File: src/rtl/giro_pkg.sv
// Shared codes, FSM states and pattern decoding for the rotating-segment reader.
// Pure definitions: no state, no latency, no flow control.
package giro_pkg;

  localparam int N_SIMBOLOS = 6;

  localparam logic [6:0] COD_0      = 7'h42;
  localparam logic [6:0] COD_1      = 7'h44;
  localparam logic [6:0] COD_2      = 7'h48;
  localparam logic [6:0] COD_3      = 7'h50;
  localparam logic [6:0] COD_4      = 7'h60;
  localparam logic [6:0] COD_5      = 7'h41;
  localparam logic [6:0] COD_BRANCO = 7'h40;

  typedef enum logic {BUSCA, SEGUE} estado_t;

  typedef struct packed {
    logic [2:0] indice;
    logic       branco;
    logic       ilegal;
  } simbolo_t;

  function automatic simbolo_t decodifica(input logic [6:0] padrao);
    simbolo_t s;
    s = '{indice: 3'd0, branco: 1'b0, ilegal: 1'b0};
    case (padrao)
      COD_0:      s.indice = 3'd0;
      COD_1:      s.indice = 3'd1;
      COD_2:      s.indice = 3'd2;
      COD_3:      s.indice = 3'd3;
      COD_4:      s.indice = 3'd4;
      COD_5:      s.indice = 3'd5;
      COD_BRANCO: s.branco = 1'b1;
      default:    s.ilegal = 1'b1;
    endcase
    return s;
  endfunction

  function automatic logic [2:0] proximo(input logic [2:0] i);
    return (i == 3'(N_SIMBOLOS - 1)) ? 3'd0 : i + 3'd1;
  endfunction

  function automatic logic [2:0] anterior(input logic [2:0] i);
    return (i == 3'd0) ? 3'(N_SIMBOLOS - 1) : i - 3'd1;
  endfunction

endpackage

File: src/rtl/leitor_giro_filtro.sv
// Accepts a pattern once it has been sampled on ESTAVEL consecutive edges; strobes aceito once.
// Strobe registered on the ESTAVEL-th identical sample; no backpressure, input is free-running.
module filtro_estavel #(
  parameter int ESTAVEL = 3
) (
  input  logic       clock,
  input  logic       reset,
  input  logic [6:0] entrada,
  output logic [6:0] estavel,
  output logic       aceito
);

  localparam logic [3:0] ALVO = 4'(ESTAVEL);

  logic [6:0] amostra;
  logic [3:0] cont;
  logic [3:0] cont_prox;
  logic       mudou;
  logic       aceita_prox;

  // cont saturates at ALVO so a pattern held steady is accepted only once
  always_comb begin
    mudou = (entrada != amostra);
    if (mudou)
      cont_prox = 4'd1;
    else if (cont == ALVO)
      cont_prox = cont;
    else
      cont_prox = cont + 4'd1;
    aceita_prox = (cont_prox == ALVO) && (mudou || (cont != ALVO));
  end

  always_ff @(posedge clock) begin
    if (reset) begin
      amostra <= 7'd0;
      cont    <= 4'd0;
      estavel <= 7'd0;
      aceito  <= 1'b0;
    end else begin
      amostra <= entrada;
      cont    <= cont_prox;
      aceito  <= aceita_prox;
      if (aceita_prox)
        estavel <= entrada;
    end
  end

endmodule

File: src/rtl/leitor_giro.sv
// Decodes the six-step segment rotation: step index, order check, rotation count, stall flag.
// Latency ESTAVEL+1 edges from a steady pattern; no backpressure. LEITOR_GIRO_REVERSO_EN adds reverse steps and direcao.
module leitor_giro
  import giro_pkg::*;
#(
  parameter int ESTAVEL = 3,
  parameter int TIMEOUT = 1000
) (
  input  logic       clock,
  input  logic       reset,
  input  logic [6:0] segmentos,
  output logic [2:0] indice,
  output logic       valido,
  output logic       passo,
  output logic       erro_seq,
  output logic [7:0] voltas,
  output logic       parado
`ifdef LEITOR_GIRO_REVERSO_EN
  ,
  output logic       direcao
`endif
);

  localparam logic [15:0] LIMITE = 16'(TIMEOUT);

  logic [6:0]  padrao;
  logic        aceito;
  simbolo_t    sim;
  estado_t     estado;
  logic [15:0] ocioso;
  logic        eh_frente;
  logic        eh_tras;

  filtro_estavel #(.ESTAVEL(ESTAVEL)) u_filtro (
    .clock   (clock),
    .reset   (reset),
    .entrada (segmentos),
    .estavel (padrao),
    .aceito  (aceito)
  );

  assign sim       = decodifica(padrao);
  assign eh_frente = (sim.indice == proximo(indice));
`ifdef LEITOR_GIRO_REVERSO_EN
  assign eh_tras   = (sim.indice == anterior(indice));
`else
  assign eh_tras   = 1'b0;
`endif

  always_ff @(posedge clock) begin
    if (reset) begin
      estado   <= BUSCA;
      indice   <= 3'd0;
      valido   <= 1'b0;
      passo    <= 1'b0;
      erro_seq <= 1'b0;
      voltas   <= 8'd0;
      parado   <= 1'b0;
      ocioso   <= 16'd0;
`ifdef LEITOR_GIRO_REVERSO_EN
      direcao  <= 1'b0;
`endif
    end else begin
      passo    <= 1'b0;
      erro_seq <= 1'b0;
      // a resync counts as idle time; only real steps or leaving SEGUE restart it
      if (estado == SEGUE && ocioso != LIMITE) begin
        ocioso <= ocioso + 16'd1;
        if (ocioso == LIMITE - 16'd1)
          parado <= 1'b1;
      end
      if (aceito) begin
        if (estado == BUSCA) begin
          if (sim.ilegal) begin
            erro_seq <= 1'b1;
          end else if (!sim.branco) begin
            indice <= sim.indice;
            valido <= 1'b1;
            estado <= SEGUE;
            ocioso <= 16'd0;
            parado <= 1'b0;
          end
        end else if (sim.branco || sim.ilegal) begin
          erro_seq <= sim.ilegal;
          valido   <= 1'b0;
          estado   <= BUSCA;
          ocioso   <= 16'd0;
          parado   <= 1'b0;
        end else if (eh_frente) begin
          passo  <= 1'b1;
          indice <= sim.indice;
          ocioso <= 16'd0;
          parado <= 1'b0;
          if (indice == 3'(N_SIMBOLOS - 1))
            voltas <= voltas + 8'd1;
`ifdef LEITOR_GIRO_REVERSO_EN
          direcao <= 1'b0;
`endif
        end else if (eh_tras) begin
          passo  <= 1'b1;
          indice <= sim.indice;
          ocioso <= 16'd0;
          parado <= 1'b0;
          if (indice == 3'd0)
            voltas <= voltas + 8'd1;
`ifdef LEITOR_GIRO_REVERSO_EN
          direcao <= 1'b1;
`endif
        end else begin
          erro_seq <= 1'b1;
          indice   <= sim.indice;
        end
      end
    end
  end

endmodule

File: config.mk
export PLATFORM = sky130hd
export DESIGN_NAME = leitor_giro
export DESIGN_NICKNAME = d
export VERILOG_FILES = /design/src/rtl/giro_pkg.sv /design/src/rtl/leitor_giro_filtro.sv /design/src/rtl/leitor_giro.sv
export SDC_FILE = /design/constraint.sdc
export NUM_CORES = 1
export LEC_CHECK = 0
export ABC_AREA = 0
export CORE_MARGIN = 2
export CORE_UTILIZATION = 25
export DETAILED_ROUTE_END_ITERATION = 12
export HOLD_SLACK_MARGIN = 0.12
export PLACE_DENSITY = 0.39
export SYNTH_ARGS = -nofsm -noshare
export SYNTH_HDL_FRONTEND = slang
export SYNTH_SLANG_ARGS = --single-unit
File: constraint.sdc
create_clock -name clock -period 2.2 [get_ports clock]
set_clock_uncertainty 0.1 [all_clocks]
set_input_delay 0.33 -clock clock [delete_from_list [all_inputs] [get_ports clock]]
set_output_delay 0.33 -clock clock [all_outputs]
set_load 0.005 [all_outputs]
# --- After elaboration in Yosys (flattened, before gate mapping) ---
# Index checks and enable logic that the tools add are counted.
totals:
  inputBits: 9
  output_inout_bits: 15
  ff_bits: 51
  elab_cells: 85
classes:
  bitwise_logic: 3
  reduce_logical: 11
  n_addsub: 4
  mux: 37
  n_eq_ne: 18
ops:
  columns: ["op", "count"]
  rows:
  - ["$mux W16", 7]
  - ["$eq A7 B7 Y1 const B", 7]
  - ["$mux W1", 22]
  - ["$add A16 B1 Y16 const B", 1]
  - ["$eq A16 B10 Y1 const B", 1]
  - ["$ne A16 B10 Y1 const B", 1]
  - ["$mux W3", 5]
  - ["$pmux W3 S5", 1]
  - ["$add A8 B1 Y8 const B", 1]
  - ["$eq A4 B2 Y1 const B", 2]
  - ["$mux W4", 2]
  - ["$reduce_and A4 Y1", 2]
  - ["$ne A7 B7 Y1", 1]
  - ["$reduce_or A7 Y1", 1]
  - ["$reduce_and A5 Y1", 1]
  - ["$add A4 B1 Y4 const B", 1]
  - ["$ne A2 B1 Y1 const B", 2]
  - ["$ne A4 B2 Y1 const B", 1]
  - ["$reduce_or A4 Y1", 1]
  - ["$add A3 B1 Y3 const B", 1]
  - ["$eq A3 B3 Y1", 1]
  - ["$eq A3 B3 Y1 const B", 1]
  - ["$not A1 Y1", 3]
  - ["$logic_and A1 B1 Y1", 2]
  - ["other kinds (4)", 5]

# --- Logic depth before layout (Yosys ltp) ---
# Gate-level depths: netlist (run 1).
depth:
  word_depth: 7
  ltp_mapped: 7
  ltp_nobuf: 7

# --- Hierarchy ---
# Synthesis (run 1) repeated with hierarchy kept, for this count alone.
unflattened:
  hier_cells: 278
  hier_area_um2: 2621.3
modules_own_cells:
  columns: ["module", "area_per_inst_um2", "cells_each", "seq_area_each_um2", "n_inst"]
  rows:
  - ["leitor_giro", 1860.5, 208, 640.6, 1]
  - ["filtro_estavel", 760.7, 70, 380.4, 1]

# --- Worst setup path after synthesis (run 1) ---
# No wires, ideal clock.
synth_path:
  path_type: "register to register"
  from: "register u_filtro.estavel[3]"
  to: "register voltas[7]"
  setup_ps: 121
  path_buffers: 1
  setup_slack_ps: -172
  required_time_ps: 1979
  period_less_slack_ps: 2372
  arrival_ps: 2151
  path_stages_with_launch: 7
  path_cell_list: "dfxtp_1 > clkbuf_1 > xor2_1 > a221o_1 > a2111o_1 > nor3_1 > mux2_2"
synth_between:
  elab_chain_cells: 6
  elab_cells_between_ends: 15
  classes_between: "eq/ne (8); mux (3); bitwise (1); reduce/logical (3)"
synth_lines:
  columns: ["item", "line", "text"]
  rows:
  - ["start, declared", "leitor_giro_filtro.sv:9", "output logic [6:0] estavel,"]
  - ["start signal, assigned", "leitor_giro_filtro.sv:44", "estavel <= entrada;"]
  - ["$eq A7 B7 Y1", "giro_pkg.sv:26", "case (padrao)"]
  - ["$reduce_or A7 Y1 (no source line)", null, null]
  - ["$mux W1", "giro_pkg.sv:26", null]
  - ["$logic_or A1 B1 Y1", "leitor_giro.sv:83", "end else if (sim.branco || sim.ilegal) begin"]
  - ["$not A1 Y1 (no source line)", null, null]
  - ["$reduce_and A5 Y1 (no source line) (*)", null, null]
  - ["end signal, assigned", "leitor_giro.sv:95", "voltas <= voltas + 8'd1;"]
  - ["end signal, assigned", "leitor_giro.sv:105", "voltas <= voltas + 8'd1;"]
  - ["end, declared", "leitor_giro.sv:16", "output logic [7:0] voltas,"]
# Mark *: on every way between the ends. The rest lies on a longest branch, timed or not.
# A chain may end at the register's enable or synchronous reset.

# --- Final worst setup path (run 1) ---
layout_path:
  from: "register u_filtro.estavel[2]"
  to: "register ocioso[13]"
layout_between:
  elab_chain_cells: 7
  elab_cells_between_ends: 19
  classes_between: "eq/ne (8); mux (9); reduce/logical (2)"
layout_lines:
  columns: ["item", "line", "text"]
  rows:
  - ["$eq A7 B7 Y1", "giro_pkg.sv:26", null]
  - ["$pmux W3 S5 / $reduce_or A7 Y1 (equally long branches)", null, null]
  - ["$eq A3 B3 Y1 / $mux W1 (equally long branches)", "leitor_giro.sv:43, giro_pkg.sv:26", null]
  - ["$mux W16 / $logic_or A1 B1 Y1 (equally long branches)", "leitor_giro.sv:89, leitor_giro.sv:83", null]
  - ["$mux W16", "leitor_giro.sv:83", null]
  - ["$mux W16 (*)", "leitor_giro.sv:73", "if (estado == BUSCA) begin"]
  - ["$mux W16 (*)", "leitor_giro.sv:72", "if (aceito) begin"]
  - ["end signal, assigned", "leitor_giro.sv:68", "ocioso <= ocioso + 16'd1;"]
  - ["end, declared", "leitor_giro.sv:30", "logic [15:0] ocioso;"]
# Marked as above.

==> impl_metrics.json, run 1 <==
{
  "firstDrtPassIters": 4,
  "seq_area_sq_mm": 0.00104,
  "synth_top_flop_cell": "dfxtp_1",
  "grt_pass1_wl_um": 12300,
  "first_iter_violations": 96,
  "wirelength_um": 7220,
  "fin_crit_sh_pct": 102,
  "synth_mux_area_share_pct": 3.75,
  "synthSimpleGateAreaFrac_pct": 25.5,
  "yosysWarnings": 0,
  "yosysSeqAreaShare_pct": 37.3,
  "grt_pass1_vias": 2496,
  "grt_usage_pct": 13.2,
  "synth_adder_area_share_pct": 2.19,
  "r2r-start": "u_filtro.estavel[2]",
  "ctsHoldBuffers": 0,
  "antenna_found_initial": 0,
  "dieArea_sq_mm": 0.0118,
  "vias": 2464,
  "total_power_uw": 1550,
  "report.final.slew_viol_count": 0,
  "path_depth": 6,
  "worst_setup_path_end_kind": "register",
  "synth_top_family_by_area": "simple AND/OR/NAND/NOR gates",
  "cp.arrival_ns": 2.31,
  "ys_seq_elements": 51,
  "powerDensity_mw_per_mm2": 423,
  "ant_nets": 0,
  "vias_per_cell": 4.76,
  "worstPathMaxFanout": 19,
  "overflow": 0,
  "port_buffers": 23,
  "critical_path.startpoint_type": "register",
  "htreeDepth": 2,
  "die_w_um": 109,
  "mostFrequentLayoutCell": "dfxtp_1",
  "synth_compound_area_share_pct": 18.7,
  "hold_path_depth": 2,
  "netlist_area_sq_mm": 0.00274,
  "ys_types": 55,
  "power_leakage_uw": 0.00136,
  "syn_nets": 328,
  "tritoncts": "built",
  "violations": "negative setup slack",
  "cap_violations": 0,
  "crit_chain": "or3b_4 > or4_4 > a2111o_1 > o211ai_4 > buf_12 > a211oi_1",
  "synthesis.instances": 315,
  "grt_start_max_net_pins": 21,
  "syn_avg_cell_area_sq_um": 8.69,
  "fin_area_sq_mm": 0.00367,
  "rows": 38,
  "clock_tree.root_cell": "clkbuf_8",
  "slew_headroom_pct": 49.7,
  "setup_viol": 19,
  "worstPathRequired_ns": 2.26,
  "dp_hpwl_um": 5230,
  "synth-xor-area-share_pct": 8.32,
  "cts.clk_slew.worst_paths_ns": 0.09,
  "nNetsFinal": 390,
  "dp_cells": 506,
  "reg2reg_depth": 6,
  "rsz0062_at_grt": "yes",
  "drc": 0,
  "fmax_ghz": 0.444,
  "synth_edf_count": 0,
  "layout-drive-gt1-share_pct": 23.0,
  "hold_viol": 0,
  "cts_sinks": 51,
  "cts_buffer_depth": 2,
  "r2r-end": "ocioso[13]",
  "critPathBufInv": 1,
  "path_delay_family": "simple AND/OR/NAND/NOR gates",
  "hold_class": "reg2reg",
  "gp_congestion": 0.754,
  "slowest_stage": "or4_4",
  "cts_buffers": 5,
  "fp.coreArea_sq_mm": 0.0107,
  "period_minus_slack_ns": 2.25,
  "dp_slack_ns": -0.262,
  "layout_common_cells": "dfxtp_1 (45), buf_4 (41), nand2_1 (27)",
  "multi_input_area_sq_mm": 0.00172,
  "max_stage_delay_ns": 0.43,
  "post_dp_cell_area_sq_mm": 0.00341,
  "holdPathEnd": "voltas[5]",
  "outcome": "finished, violations left",
  "wl_per_cell_um": 13.9,
  "clk_latency_ns": 0.31,
  "ir_worst_vdd_mv": 0.232,
  "num_antenna_cells": 0,
  "io_pins": 24,
  "async_flop_share_pct": 0,
  "area_delta_synth_final_pct": 34.1,
  "n_fill_cell": 1187,
  "final_cells": 518,
  "worstMarginPinSlew_ns": 0.754,
  "regToRegSetupSlack_ns": -0.05,
  "worst_slack_ns": -0.0527,
  "worst-setup-path-type": "reg2reg",
  "hp-start": "voltas[5]",
  "die_height_um": 109,
  "start_util_pct": 25.5
}
## how the worst max path moves through the flow
stage	start	end	slack (ns)
global route	u_filtro.estavel[2]	ocioso[13]	-0.11
floorplan	u_filtro.estavel[1]	ocioso[10]	-0.06
global placement	u_filtro.estavel[3]	ocioso[8]	-0.26
CTS	u_filtro.estavel[2]	voltas[6]	-0.04
detailed placement	u_filtro.estavel[5]	ocioso[8]	-0.26
finish	u_filtro.estavel[2]	ocioso[13]	-0.05
## cell families after synthesis
kind of cell             after synthesis
multiplexers                          10
AO/OA/AOI/OAI                         70
AND/OR/NAND/NOR                      128
flip-flops                            51
XOR/XNOR                              26
buffers and inverters                 25
adder cells (fa/ha/maj)                5
## synth_stat cells (2+ instances only)
cell type	number	area share (%)
and3b_1	2	0.64
nand2b_1	2	0.46
a221o_1	2	0.73
clkbuf_1	10	1.4
inv_1	8	1.1
nor2b_1	10	2.3
nor4_1	7	1.6
o31ai_1	4	1.1
o21a_1	2	0.55
mux2_2	2	0.82
xor2_1	12	3.8
nand4_1	9	2.1
xnor2_1	14	4.5
dfxtp_1	51	37
a2111o_1	3	1.2
a211oi_1	18	4.9
and3_1	4	0.91
nor3_1	9	1.6
nand3b_1	2	0.55
o21ai_0	13	2.4
mux2i_1	8	2.9
a211o_1	2	0.64
or3_1	3	0.69
a21oi_1	13	2.4
buf_2	4	0.73
nand2_1	27	3.7
nand4b_1	2	0.64
a32o_1	2	0.73
nor4b_1	4	1.3
or2_2	2	0.46
or4_1	3	0.82
nor2_1	26	3.6
o211a_1	2	0.73
nand3_1	9	1.6
ha_1	4	1.8
## timing repair
action | CTS | global route
gates resized for setup | 11 | 29
gates cloned | 1 | 0
buffers inserted | 1 | 2
hold endpoints to repair | 0 | 0
pin swaps | 3 | 11
endpoints found under the setup margin | 26 | 26
## per-layer routing
layer	up-vias	track usage (%)	wire [um]
li1	1274	-	-
met1	1154	16.4	3380
met2	29	23.3	3540
met3	7	2.93	234
met4	0	3.02	67
met5	-	0	0
## flip-flops by register name, summed over array words and instances (netlist names)
name and flops:
u_filtro.estavel 7, u_filtro.amostra 7, ocioso 16, indice 3, valido 1, u_filtro.aceito 1
passo 1, voltas 8, parado 1, erro_seq 1, u_filtro.cont 4, estado 1
## cell type report
cell class	count	share of cell area, %
Multi-Input combinational cell	239	46.8
Timing Repair Buffer	72	17.2
Tap cell	140	4.77
Clock buffer	7	2.08
Sequential cell	51	28.2
Inverter	8	0.818
Clock inverter	1	0.136
## where the power goes
part	internal [uW]	switching, uW	total [uW]
Combinational	37.0	37.8	74.8
Clock	225	321	545
Sequential	927	4.49	932
## worst min-delay path: stages (launching register included)
cell and delay [ns]:
dfxtp_1 0.35, o311ai_2 0.08, o41ai_2 0.06
## through the flow
stage | TNS [ns] | hold WS (ns) | utilization (%)
floorplan | -0.579 | 0.358 | -
CTS | -0.573 | 0.422 | 33.1
detailed placement | -4.75 | 0.407 | 31.8
global route | -1.78 | 0.452 | 34.2
finish | -0.579 | 0.424 | 34.2
global placement | -4.96 | 0.405 | 31.8
Power figures use the tool's default switching activity.
==> run 2: changes to the inputs <==
--- a/config.mk
+++ b/config.mk
@@ -10,7 +10,6 @@
 export CORE_UTILIZATION = 25
 export DETAILED_ROUTE_END_ITERATION = 12
 export HOLD_SLACK_MARGIN = 0.12
-export PLACE_DENSITY = 0.39
 export SYNTH_ARGS = -nofsm -noshare
 export SYNTH_HDL_FRONTEND = slang
 export SYNTH_SLANG_ARGS = --single-unit
==> run 2 against run 1 <==
The flow still finishes with violations (negative setup slack). Sequential cell count is the same. Final cell count shrank 0.19%. Hold slack lost 0.0014 ns. Critical path depth is the same. Global-route usage shrank 1.2 points. Combinational power shrank 3.3%. Sequential share of layout area shrank 0.19 points. Sequential power is essentially flat. Utilization grew 0.15 points. Critical endpoint is now ocioso[6].
==> impl_metrics.json, run 2 (synthesis gave the netlist of run 1 again) <==
{
  "hold_viol": 0,
  "firstDrtPassIters": 4,
  "dp_cells": 502,
  "r2r-start": "u_filtro.estavel[6]",
  "cp.arrival_ns": 2.32,
  "grt_pass1_wl_um": 11400,
  "critical_path.startpoint_type": "register",
  "drc": 0,
  "antenna_found_initial": 0,
  "gp_congestion": 0.832,
  "slowest_stage": "or4_4",
  "fin_crit_sh_pct": 101,
  "post_dp_cell_area_sq_mm": 0.00338,
  "grt_pass1_vias": 2392,
  "wl_per_cell_um": 13.4,
  "path_delay_family": "simple AND/OR/NAND/NOR gates",
  "hold_path_depth": 2,
  "dieArea_sq_mm": 0.0118,
  "tritoncts": "built",
  "worstPathMaxFanout": 19,
  "wirelength_um": 6930,
  "cts.clk_slew.worst_paths_ns": 0.10,
  "mostFrequentLayoutCell": "dfxtp_1",
  "worst_slack_ns": -0.0192,
  "die_w_um": 109,
  "rsz0062_at_grt": "yes",
  "worst_setup_path_end_kind": "register",
  "holdPathEnd": "voltas[6]",
  "slew_headroom_pct": 70.6,
  "top_register": "ocioso",
  "grt_usage_pct": 12.0,
  "largest_reg_flops": 16,
  "regToRegSetupSlack_ns": -0.02,
  "vias_per_cell": 4.88,
  "fin_area_sq_mm": 0.00369,
  "vias": 2521,
  "area_delta_synth_final_pct": 34.7,
  "dp_hpwl_um": 4870,
  "startpoint": "u_filtro.estavel[6]",
  "ir_worst_vdd_mv": 0.268,
  "grt_start_max_net_pins": 20,
  "period_minus_slack_ns": 2.22,
  "max_stage_delay_ns": 0.43,
  "cap_violations": 0,
  "layout_common_cells": "dfxtp_1 (45), buf_4 (43), nand2_1 (27)",
  "cts_buffers": 5,
  "cts_sinks": 51,
  "ctsHoldBuffers": 0,
  "clk_latency_ns": 0.31,
  "start_util_pct": 25.5,
  "largestRegisters": "ocioso x16, voltas x8",
  "power_leakage_uw": 0.00134,
  "htreeDepth": 2,
  "io_pins": 24,
  "outcome": "finished, violations left",
  "cts_buffer_depth": 2,
  "report.final.slew_viol_count": 0,
  "first_iter_violations": 95,
  "violations": "negative setup slack",
  "die_height_um": 109,
  "hold_class": "reg2reg",
  "worstMarginPinSlew_ns": 0.438,
  "crit_chain": "or3b_4 > or4_4 > a2111o_1 > o211ai_4 > buf_12 > a211oi_1",
  "r2r-end": "ocioso[6]",
  "nNetsFinal": 389,
  "overflow": 0,
  "critPathBufInv": 1,
  "port_buffers": 23,
  "clock_tree.root_cell": "clkbuf_8",
  "holdWs_ns": 0.423,
  "worst-setup-path-type": "reg2reg",
  "ant_nets": 0,
  "rows": 38,
  "worstPathRequired_ns": 2.30,
  "powerDensity_mw_per_mm2": 454,
  "fmax_ghz": 0.451,
  "hp-start": "voltas[6]",
  "num_antenna_cells": 0,
  "reg2reg_depth": 6,
  "setup_viol": 19,
  "fp.coreArea_sq_mm": 0.0107,
  "layout-drive-gt1-share_pct": 23.3,
  "final_cells": 517
}
-- run 2: worst register-to-register path, cell delays in order (launching register included) --
cell	delay, ns
dfxtp_1	0.36
or3b_4	0.42
or4_4	0.43
a2111o_1	0.42
o211ai_4	0.11
buf_12	0.18
a211oi_1	0.10
-- run 2: repair_timing --
action | in CTS | in global routing
gates resized for setup | 14 | 17
pin swaps | 5 | 8
gates cloned | 0 | 0
endpoints found under the setup margin | 25 | 25
buffers inserted | 1 | 6
-- run 2: worst max path at each step --
stage,endpoint,slack [ns],cells past startpoint
2_1_floorplan,ocioso[10],-0.06,7
3_3_place_gp,ocioso[6],-0.12,5
3_5_place_dp,ocioso[6],-0.18,5
4_1_cts,ocioso[6],-0.009,6
5_1_grt,ocioso[4],-0.06,6
6_report,ocioso[6],-0.02,6
-- run 2: through the flow --
step                      worst slack, ns  TNS (ns)  power [uW]  util (%)
after floorplan                   -0.0595    -0.579         995         -
after global placement             -0.119     -2.01        1030      31.5
after detailed placement           -0.183     -2.98        1030      31.5
after CTS                        -0.00884   -0.0577        1690      33.0
after global routing              -0.0572     -1.01        1750      34.3
final                             -0.0192    -0.218        1670      34.3
-- run 2: power breakdown --
part	switching, uW	internal (uW)	leakage (uW)
registers	4.77	928	0.000417
clock network	330	339	0.0000581
logic	36.5	35.8	0.000861
total	371	1300	0.00134
-- run 2: final cells by class --
class,instances,area [sq um]
Fill cell,1159,7060
Multi-Input combinational cell,239,1710
Sequential cell,51,1030
Timing Repair Buffer,71,627
Tap cell,140,175
Clock buffer,5,68.8
Clock inverter,3,43.8
Inverter,8,30.0
-- run 2: routing by layer --
| layer | global-route usage, % | up-vias | routed length (um) |
|---|---|---|---|
| met5 | 0 | - | 0 |
| met4 | 3.39 | 0 | 79 |
| met3 | 3.17 | 6 | 256 |
| met2 | 19.9 | 34 | 3340 |
| met1 | 15.4 | 1205 | 3250 |
| li1 | - | 1276 | - |
==> run 3: changes to the inputs <==
--- a/config.mk
+++ b/config.mk
@@ -7,9 +7,10 @@
 export LEC_CHECK = 0
 export ABC_AREA = 0
 export CORE_MARGIN = 2
-export CORE_UTILIZATION = 25
+export CORE_UTILIZATION = 45
 export DETAILED_ROUTE_END_ITERATION = 12
 export HOLD_SLACK_MARGIN = 0.12
+export PLACE_DENSITY = 0.67
 export SYNTH_ARGS = -nofsm -noshare
 export SYNTH_HDL_FRONTEND = slang
 export SYNTH_SLANG_ARGS = --single-unit
==> run 3 against run 2 <==
The run still ends with negative setup slack left. Via count increased by 2.3%. Combinational power fell by 1%. Highest routed layer unchanged. Global-route usage is 9.8 points higher. Final area fell by 1.4%. Final cell count is 12% lower. Sequential share of layout area is 0.56 points higher.
==> impl_metrics.json, run 3 (synthesis gave the netlist of run 1 again) <==
{
  "outcome": "finished, violations left",
  "violations": "negative setup slack",
  "grt_pass1_vias": 2508,
  "clock_tree.root_cell": "clkbuf_8",
  "powerDensity_mw_per_mm2": 421,
  "num_antenna_cells": 0,
  "wirelength_um": 6890,
  "mostFrequentLayoutCell": "dfxtp_1",
  "ctsHoldBuffers": 0,
  "ant_nets": 0,
  "cts_buffers": 5,
  "dp_hpwl_um": 4580,
  "holdPathEnd": "voltas[6]",
  "fin_area_sq_mm": 0.00364,
  "nNetsFinal": 390,
  "area_delta_synth_final_pct": 32.9,
  "dieArea_sq_mm": 0.00672,
  "hold_class": "reg2reg",
  "vias": 2579,
  "ir_worst_vdd_mv": 0.370,
  "hp-start": "voltas[6]",
  "port_buffers": 23,
  "first_iter_violations": 181,
  "cts_buffer_depth": 2,
  "power_leakage_uw": 0.00135,
  "slew_headroom_pct": 53.6,
  "critical_path.startpoint_type": "register",
  "start_util_pct": 46.5,
  "die_w_um": 82.0,
  "rows": 28,
  "cp.arrival_ns": 2.31,
  "rsz0062_at_grt": "yes",
  "worst-setup-path-type": "reg2reg",
  "post_dp_cell_area_sq_mm": 0.00327,
  "largestRegisters": "ocioso x16, voltas x8",
  "io_pins": 24,
  "cts_sinks": 51,
  "drc": 0,
  "holdWs_ns": 0.402,
  "firstDrtPassIters": 4,
  "fmax_ghz": 0.445,
  "layout-drive-gt1-share_pct": 23.5,
  "r2r-end": "ocioso[5]",
  "worstPathMaxFanout": 5,
  "vias_per_cell": 5.69,
  "reg2reg_depth": 5,
  "overflow": 0,
  "gp_congestion": 0.849,
  "worstMarginPinSlew_ns": 0.694,
  "fp.coreArea_sq_mm": 0.00589,
  "r2r-start": "u_filtro.estavel[2]",
  "wl_per_cell_um": 15.2,
  "setup_viol": 16,
  "htreeDepth": 2,
  "worst_setup_path_end_kind": "register",
  "fin_crit_sh_pct": 102,
  "cap_violations": 0,
  "cts.clk_slew.worst_paths_ns": 0.09,
  "clk_latency_ns": 0.31,
  "report.final.slew_viol_count": 0,
  "grt_start_max_net_pins": 34,
  "grt_usage_pct": 21.8,
  "tns_ns": -0.458,
  "largest_reg_flops": 16,
  "worstPathRequired_ns": 2.27,
  "hold_viol": 0,
  "period_minus_slack_ns": 2.25,
  "antenna_found_initial": 0,
  "top_register": "ocioso",
  "dp_cells": 435,
  "regToRegSetupSlack_ns": -0.05,
  "die_height_um": 82.0,
  "grt_pass1_wl_um": 11400,
  "worst_slack_ns": -0.0479,
  "hold_path_depth": 2,
  "final_cells": 453,
  "layout_common_cells": "dfxtp_1 (44), buf_4 (42), nand2_1 (27)",
  "tritoncts": "built"
}
run 3: metal layers:
| metal | global-route usage [%] | vias up | share of wire, % |
|---|---|---|---|
| met3 | 3.63 | 12 | 3.2 |
| met4 | 6.50 | 0 | 1.4 |
| met1 | 27.0 | 1224 | 45 |
| met5 | 0 | - | 0 |
| met2 | 38.6 | 52 | 50 |
| li1 | - | 1291 | - |
run 3: per-stage QoR:
step                setup WS [ns]  total power, uW  utilization [%]
floorplan                 -0.0595              995                -
global placement           -0.107             1030             55.6
detailed placement         -0.128             1030             55.6
CTS                       -0.0357             1550             60.5
global route               -0.116             1590             61.8
finish                    -0.0479             1530             61.8
run 3: worst max-delay path by stage:
stage | startpoint | end | slack, ns
4_1_cts | u_filtro.estavel[2] | ocioso[2] | -0.04
2_1_floorplan | u_filtro.estavel[1] | ocioso[10] | -0.06
3_3_place_gp | u_filtro.estavel[3] | voltas[7] | -0.11
5_1_grt | u_filtro.estavel[2] | ocioso[11] | -0.12
3_5_place_dp | u_filtro.estavel[2] | ocioso[3] | -0.13
6_report | u_filtro.estavel[2] | ocioso[5] | -0.05
run 3: timing repair:
item                       in CTS  in global routing
pin swaps                      15                 12
buffers inserted                7                  2
setup endpoints to repair      24                 25
gates resized for setup        26                 13
gates cloned                    3                  0
run 3: layout make-up:
type,count,area [sq um]
Sequential cell,51,1040
Tap cell,75,93.8
Multi-Input combinational cell,242,1780
Inverter,8,30.0
Clock inverter,1,5.00
Clock buffer,7,76.3
Timing Repair Buffer,69,608
Fill cell,530,2250
run 3: critical path, stage by stage, from the launching register on:
cell	delay [ns]
dfxtp_2	0.33
or3b_4	0.40
or4_4	0.43
a2111o_2	0.55
o211ai_4	0.18
a211oi_1	0.12
run 3: power by group:
| group | leakage [uW] | total [uW] | internal [uW] | switching, uW |
|---|---|---|---|---|
| Sequential | 0.000418 | 930 | 926 | 4.60 |
| Combinational | 0.000887 | 71.5 | 34.9 | 36.6 |
| Clock | 0.0000422 | 528 | 224 | 304 |
| Total | 0.00135 | 1530 | 1180 | 345 |
